### config.mk
export PLATFORM = sky130hd
export DESIGN_NAME = regfile_sb_flat
export DESIGN_NICKNAME = d
export VERILOG_FILES = /design/src/rtl/regfile_sb_if.sv /design/src/rtl/regfile_sb.sv /design/src/flat_wrapper.sv
export SDC_FILE = /design/constraint.sdc
export NUM_CORES = 2
export LEC_CHECK = 0
export CORE_UTILIZATION = 68
export DETAILED_ROUTE_END_ITERATION = 8
export PLACE_DENSITY = 0.86
export SLEW_MARGIN = 20
export SYNTH_ARGS = -nofsm -noshare
export SYNTH_HDL_FRONTEND = slang
export SYNTH_SLANG_ARGS = --single-unit
### constraint.sdc
create_clock -name clk -period 8 [get_ports clk]
set_input_delay 1.2 -clock clk [delete_from_list [all_inputs] [get_ports clk]]
set_output_delay 1.2 -clock clk [all_outputs]
set_load 0.03 [all_outputs]
### src/rtl/regfile_sb_if.sv
// regfile_sb_if: decode/writeback bus of the scoreboarded register bank
interface regfile_sb_if #(
  parameter int XLEN = 32,
  parameter int NREGS = 32,
  parameter int NREAD = 2
);
  localparam int AW = $clog2(NREGS);
  logic                  regWrite;
  logic [AW-1:0]         a3;
  logic [XLEN-1:0]       wd3;
  logic [NREAD*AW-1:0]   ra;
  logic [NREAD*XLEN-1:0] rd;
  logic [NREAD-1:0]      rd_busy;
  logic                  rsv;
  logic [AW-1:0]         rsv_addr;
  logic                  flush;
  logic [AW:0]           busy_cnt;
  modport master (output regWrite, a3, wd3, ra, rsv, rsv_addr, flush, input rd, rd_busy, busy_cnt);
  modport slave (input regWrite, a3, wd3, ra, rsv, rsv_addr, flush, output rd, rd_busy, busy_cnt);
endinterface

### src/rtl/regfile_sb.sv
// regfile_sb: parametrised register bank with async reads, write bypass and per-register busy scoreboard
module regfile_sb #(
  parameter int XLEN = 32,
  parameter int NREGS = 32,
  parameter int NREAD = 2,
  parameter int BYPASS = 1
) (
  input logic         clk,
  input logic         rst_n,
  regfile_sb_if.slave bus
);
  localparam int AW = $clog2(NREGS);
  logic [XLEN-1:0]  regs_q [NREGS];
  logic [XLEN-1:0]  regs_d [NREGS];
  logic [NREGS-1:0] busy_q, busy_d;
  logic [AW:0]      cnt;
  logic             we, rv;
  function automatic logic ok(input logic [AW-1:0] a);
    return a != '0 && int'(a) < NREGS;
  endfunction
  assign we = bus.regWrite && ok(bus.a3);
  assign rv = bus.rsv && ok(bus.rsv_addr);
  // reserve is applied after the write release so a same-edge new producer keeps the bit set
  always_comb begin
    regs_d = regs_q;
    busy_d = busy_q;
    if (we) begin
      regs_d[bus.a3] = bus.wd3;
      busy_d[bus.a3] = 1'b0;
    end
    if (rv) busy_d[bus.rsv_addr] = 1'b1;
    if (bus.flush) busy_d = '0;
    busy_d[0] = 1'b0;
  end
  always_ff @(posedge clk or negedge rst_n)
    if (!rst_n) begin
      regs_q <= '{default: '0};
      busy_q <= '0;
    end else begin
      regs_q <= regs_d;
      busy_q <= busy_d;
    end
  always_comb begin
    cnt = '0;
    for (int j = 0; j < NREGS; j++) cnt = cnt + (AW+1)'(busy_q[j]);
  end
  assign bus.busy_cnt = cnt;
  // bypass is gated by rst_n so reads stay zero for the whole reset window
  for (genvar i = 0; i < NREAD; i++) begin : g_rd
    logic [AW-1:0] a;
    logic          v, hit;
    assign a   = bus.ra[i*AW +: AW];
    assign v   = ok(a);
    assign hit = BYPASS != 0 && rst_n && bus.regWrite && bus.a3 == a;
    assign bus.rd[i*XLEN +: XLEN] = !v ? '0 : hit ? bus.wd3 : regs_q[a];
    assign bus.rd_busy[i] = v && busy_q[a] && !hit;
  end
endmodule

### src/flat_wrapper.sv
// flat-port wrapper written by rule: the top's interface ports become plain ports
module regfile_sb_flat 
#(
  parameter int XLEN = 32,
  parameter int NREGS = 32,
  parameter int NREAD = 2,
  parameter int BYPASS = 1
)
  (clk, rst_n, bus_regWrite, bus_a3, bus_wd3, bus_ra, bus_rsv, bus_rsv_addr, bus_flush, bus_rd, bus_rd_busy, bus_busy_cnt);
  regfile_sb_if #(.XLEN(XLEN), .NREGS(NREGS), .NREAD(NREAD)) bus_i ();
  input logic clk;
  input logic rst_n;
  input wire logic [$bits(bus_i.regWrite)-1:0] bus_regWrite;
  input wire logic [$bits(bus_i.a3)-1:0] bus_a3;
  input wire logic [$bits(bus_i.wd3)-1:0] bus_wd3;
  input wire logic [$bits(bus_i.ra)-1:0] bus_ra;
  input wire logic [$bits(bus_i.rsv)-1:0] bus_rsv;
  input wire logic [$bits(bus_i.rsv_addr)-1:0] bus_rsv_addr;
  input wire logic [$bits(bus_i.flush)-1:0] bus_flush;
  output wire logic [$bits(bus_i.rd)-1:0] bus_rd;
  output wire logic [$bits(bus_i.rd_busy)-1:0] bus_rd_busy;
  output wire logic [$bits(bus_i.busy_cnt)-1:0] bus_busy_cnt;
  assign bus_i.regWrite = bus_regWrite;
  assign bus_i.a3 = bus_a3;
  assign bus_i.wd3 = bus_wd3;
  assign bus_i.ra = bus_ra;
  assign bus_i.rsv = bus_rsv;
  assign bus_i.rsv_addr = bus_rsv_addr;
  assign bus_i.flush = bus_flush;
  assign bus_rd = bus_i.rd;
  assign bus_rd_busy = bus_i.rd_busy;
  assign bus_busy_cnt = bus_i.busy_cnt;
  regfile_sb #(.XLEN(XLEN), .NREGS(NREGS), .NREAD(NREAD), .BYPASS(BYPASS)) u_core (.clk(clk), .rst_n(rst_n), .bus(bus_i));
endmodule
==> reports/metrics.yaml <==
sta:
  worst_slew_pin_slew_ps: 1230
  hold_viol: 0
  grt_setup_unrepaired: "no"
  drv_slew: 0
  fin_crit_sh_pct: 93.4
  tns_ps: 0
  setup_viol: 0
  max_clock_freq_mhz: 134
  slew_headroom_pct: 17.7
  skew_ps: 0
  hold_ws_ps: 394
  period_needed_ps: 7470
global_route:
  grt.total_usage_pct: 41.9
  antenna_found_initial: 6
  grt_max_degree: 182
  grt_pass1_vias: 41400
  grt_first_pass_wirelength_mm: 266
  grt-ovfl-total: 0
placement:
  io_buffer_count: 128
  hpwl_mm: 98.6
  routabilityCongestion: 0.914
  dp_cells: 4992
pwr:
  total_leakage_power_uw: 0.0275
  p_clk_share_pct: 34.1
  pwr-share-seq_pct: 44.9
  pwr-share-comb_pct: 21.0
  finalPower_uw: 15800
  p_int_uw: 11400
  peakVddDrop_mv: 0.261
  switching_power_uw: 4440
  switching_share_pct: 28.1
  p_per_area_mw_per_mm2: 250
drt:
  drc: 0
  vias: 40000
  routedWlPerCell_um: 34.0
  drt-initial-drc-count: 5076
  totalWireLength_mm: 177
  vias_per_cell: 7.70
  drtPass1Iterations: 8
  postRouteAntennaNets: 0
cells_and_area:
  n_fill_cell: 5017
  nNetsFinal: 4059
  regArea_mm2: 0.0264
  area_delta_synth_final_pct: 9.44
  fin_cells: 5195
  multi_input_area_mm2: 0.0294
  layout-drive-gt1-share_pct: 44.1
synth:
  yosys-top-cells-count: "1,055 x dfrtp_1, 1,013 x mux2_2, 428 x mux4_2"
  synth_fa_ha_area_share_pct: 0.992
  synthSimpleGateAreaFrac_pct: 2.68
  yosys.area.top_type: "dfrtp_1"
  synth_cells: 4076
  synthMuxAreaShare_pct: 40.3
  synth_flop_cell: "dfrtp_1"
  synth_compound_area_share_pct: 6.28
  netlist_area_mm2: 0.0578
  syn_avg_cell_area_um2: 14.2
  post-synth-top-count-cell: "dfrtp_1"
  yosys_register_bits: 1055
  synth_edf_count: 0
  synthArstFlopShare_pct: 100
  yosysSeqAreaShare_pct: 45.7
  yosys_warnings: 0
  synth-xor-area-share_pct: 0.197
  netlist.area_leader.share_pct: 45.7
  synth_top_family_by_area: "multiplexers"
  yosysUniqueCellTypes: 67
  synthesis.nets: 4165
  synthTopCellsByArea: "dfrtp_1 46%, mux2_2 20%, mux4_2 17%"
worst_setup_path:
  critPathRequiredTime_ps: 6800
  setup.worst_path.end: "bus_busy_cnt[4]"
  worstPathMaxFanout: 4
  rrSetupSlack_ps: 7060
  reg2reg_to: "u_core.busy_q[21]"
  cp_data_arrival_time_ps: 6270
  critical_path_class: "flop to output pin"
  rr_startpoint: "u_core.busy_q[21]"
  critical_path.startpoint: "u_core.busy_q[1]"
  worstRegToRegCells: 3
  cp-start-kind: "flop"
  end_kind: "output pin"
cts:
  h-tree-depth: 3
  tritoncts: "done"
  clk_path_buf_depth: 3
  clockRootBuffer: "clkbuf_16"
  cts_buffers: 110
  post_cts_resized: 0
  clock_latency_ps: 670
  cts_setup_buffers: 0
  numClockSinks: 1055
  postCtsHoldBufs: 0
  clkTransAtPathRegs_ps: 60
job:
  cap_violations: 0
die:
  die_area_mm2: 0.0862
  die_h_um: 294
  start_util_pct: 69.0
  core_mm2: 0.0838
  row_count: 106
  dieWidth_um: 294
  io_pins: 129
run_status:
  status: "completed"
hold_path:
  hold_class: "flop to flop"
==> stage by stage <==
stage,utilization [%],instance area [um2],worst slack (ps)
6_report,75.5,63300,527
5_1_grt,75.5,63200,384
3_3_place_gp,71.0,59500,1310
3_5_place_dp,71.0,59500,1270
2_1_floorplan,-,57800,1990
4_1_cts,75.5,63300,512
==> per-layer routing <==
layer | vias to the layer above | GRT usage (%) | part of all wire (%)
li1 | 15500 | - | -
met1 | 20700 | 53.5 | 35
met2 | 2936 | 63.6 | 46
met3 | 857 | 11.8 | 12
met4 | 8 | 26.7 | 7.4
met5 | - | 0 | 0.032
==> power groups by stage <==
| stage | clock network [uW] | registers (uW) | logic, uW |
|---|---|---|---|
| CTS | 5400 | 7050 | 3290 |
| detailed placement | 0 | 7120 | 3240 |
| global placement | 0 | 7020 | 3130 |
| floorplan | 0 | 6860 | 2490 |
| global route | 5600 | 7200 | 3490 |
| finish | 5400 | 7100 | 3310 |
==> cell type report <==
| cell class | count | area share (%) |
|---|---|---|
| Antenna cell | 2 | 0.00791 |
| Clock buffer | 155 | 5.07 |
| Clock inverter | 46 | 0.918 |
| Inverter | 52 | 0.309 |
| Multi-Input combinational cell | 2526 | 46.4 |
| Sequential cell | 1055 | 41.7 |
| Tap cell | 1134 | 2.24 |
| Timing Repair Buffer | 225 | 3.31 |
==> critical path, cell delays in order (launching register included) <==
cell             delay [ps]
dfrtp_1                 410
ha_1                    300
inv_1                    80
fa_1                    440
fa_1                    540
fa_1                    440
fa_1                    530
fa_1                    430
fa_1                    490
inv_1                    40
ha_1                    210
fa_1                    470
a21o_1                  200
a21oi_1                 160
xnor2_1                 140
clkdlybuf4s50_1         700
==> cell families (layout without fill, tap and decap cells) <==
family / count (synthesis) / in the layout
mux: 1662 / 1662
buf+inv: 495 / 478
fa+ha+maj: 32 / 32
flops: 1055 / 1055
compound gates: 505 / 505
simple gates: 314 / 314
other cells: 0 / 2
xor+xnor: 13 / 13
==> layout by cell type, fill, tap and decap left out, types with 7 or more instances in the layout <==
cell / n
a2bb2oi_1: 10
nor2_4: 16
xnor2_1: 7
buf_4: 88
a22oi_1: 91
bufinv_16: 12
o21ai_0: 52
o22ai_1: 42
buf_2: 14
a221o_1: 40
dfrtp_1: 1055
nand2_1: 70
nor2_1: 66
clkdlybuf4s50_1: 106
nor2b_1: 33
clkinv_2: 19
ha_1: 9
a221oi_1: 56
nand2b_1: 16
clkbuf_16: 113
a21oi_1: 87
mux4_2: 428
mux2i_1: 220
buf_12: 10
o211ai_1: 8
fa_1: 23
o21bai_1: 22
nor3_1: 37
clkbuf_1: 20
inv_1: 50
a211oi_1: 46
clkbuf_8: 23
mux2_2: 1013
nand3_1: 8
inv_6: 7
nand2_2: 11
a211o_1: 12
==> sequential cells by signal (all words and copies together) (netlist names) <==
register	count
u_core.regs_q	1024
u_core.busy_q	31
==> how the worst min path moves through the flow <==
stage | start | end | cells after the start
floorplan | u_core.regs_q[1000] | u_core.regs_q[1000] | 1
global placement | u_core.regs_q[994] | u_core.regs_q[994] | 0
detailed placement | u_core.regs_q[1000] | u_core.regs_q[1000] | 0
CTS | u_core.regs_q[1001] | u_core.regs_q[1001] | 0
global route | u_core.regs_q[1007] | u_core.regs_q[1007] | 0
finish | u_core.regs_q[1000] | u_core.regs_q[1000] | 0
Note: power is estimated with default switching activity, not from simulation.
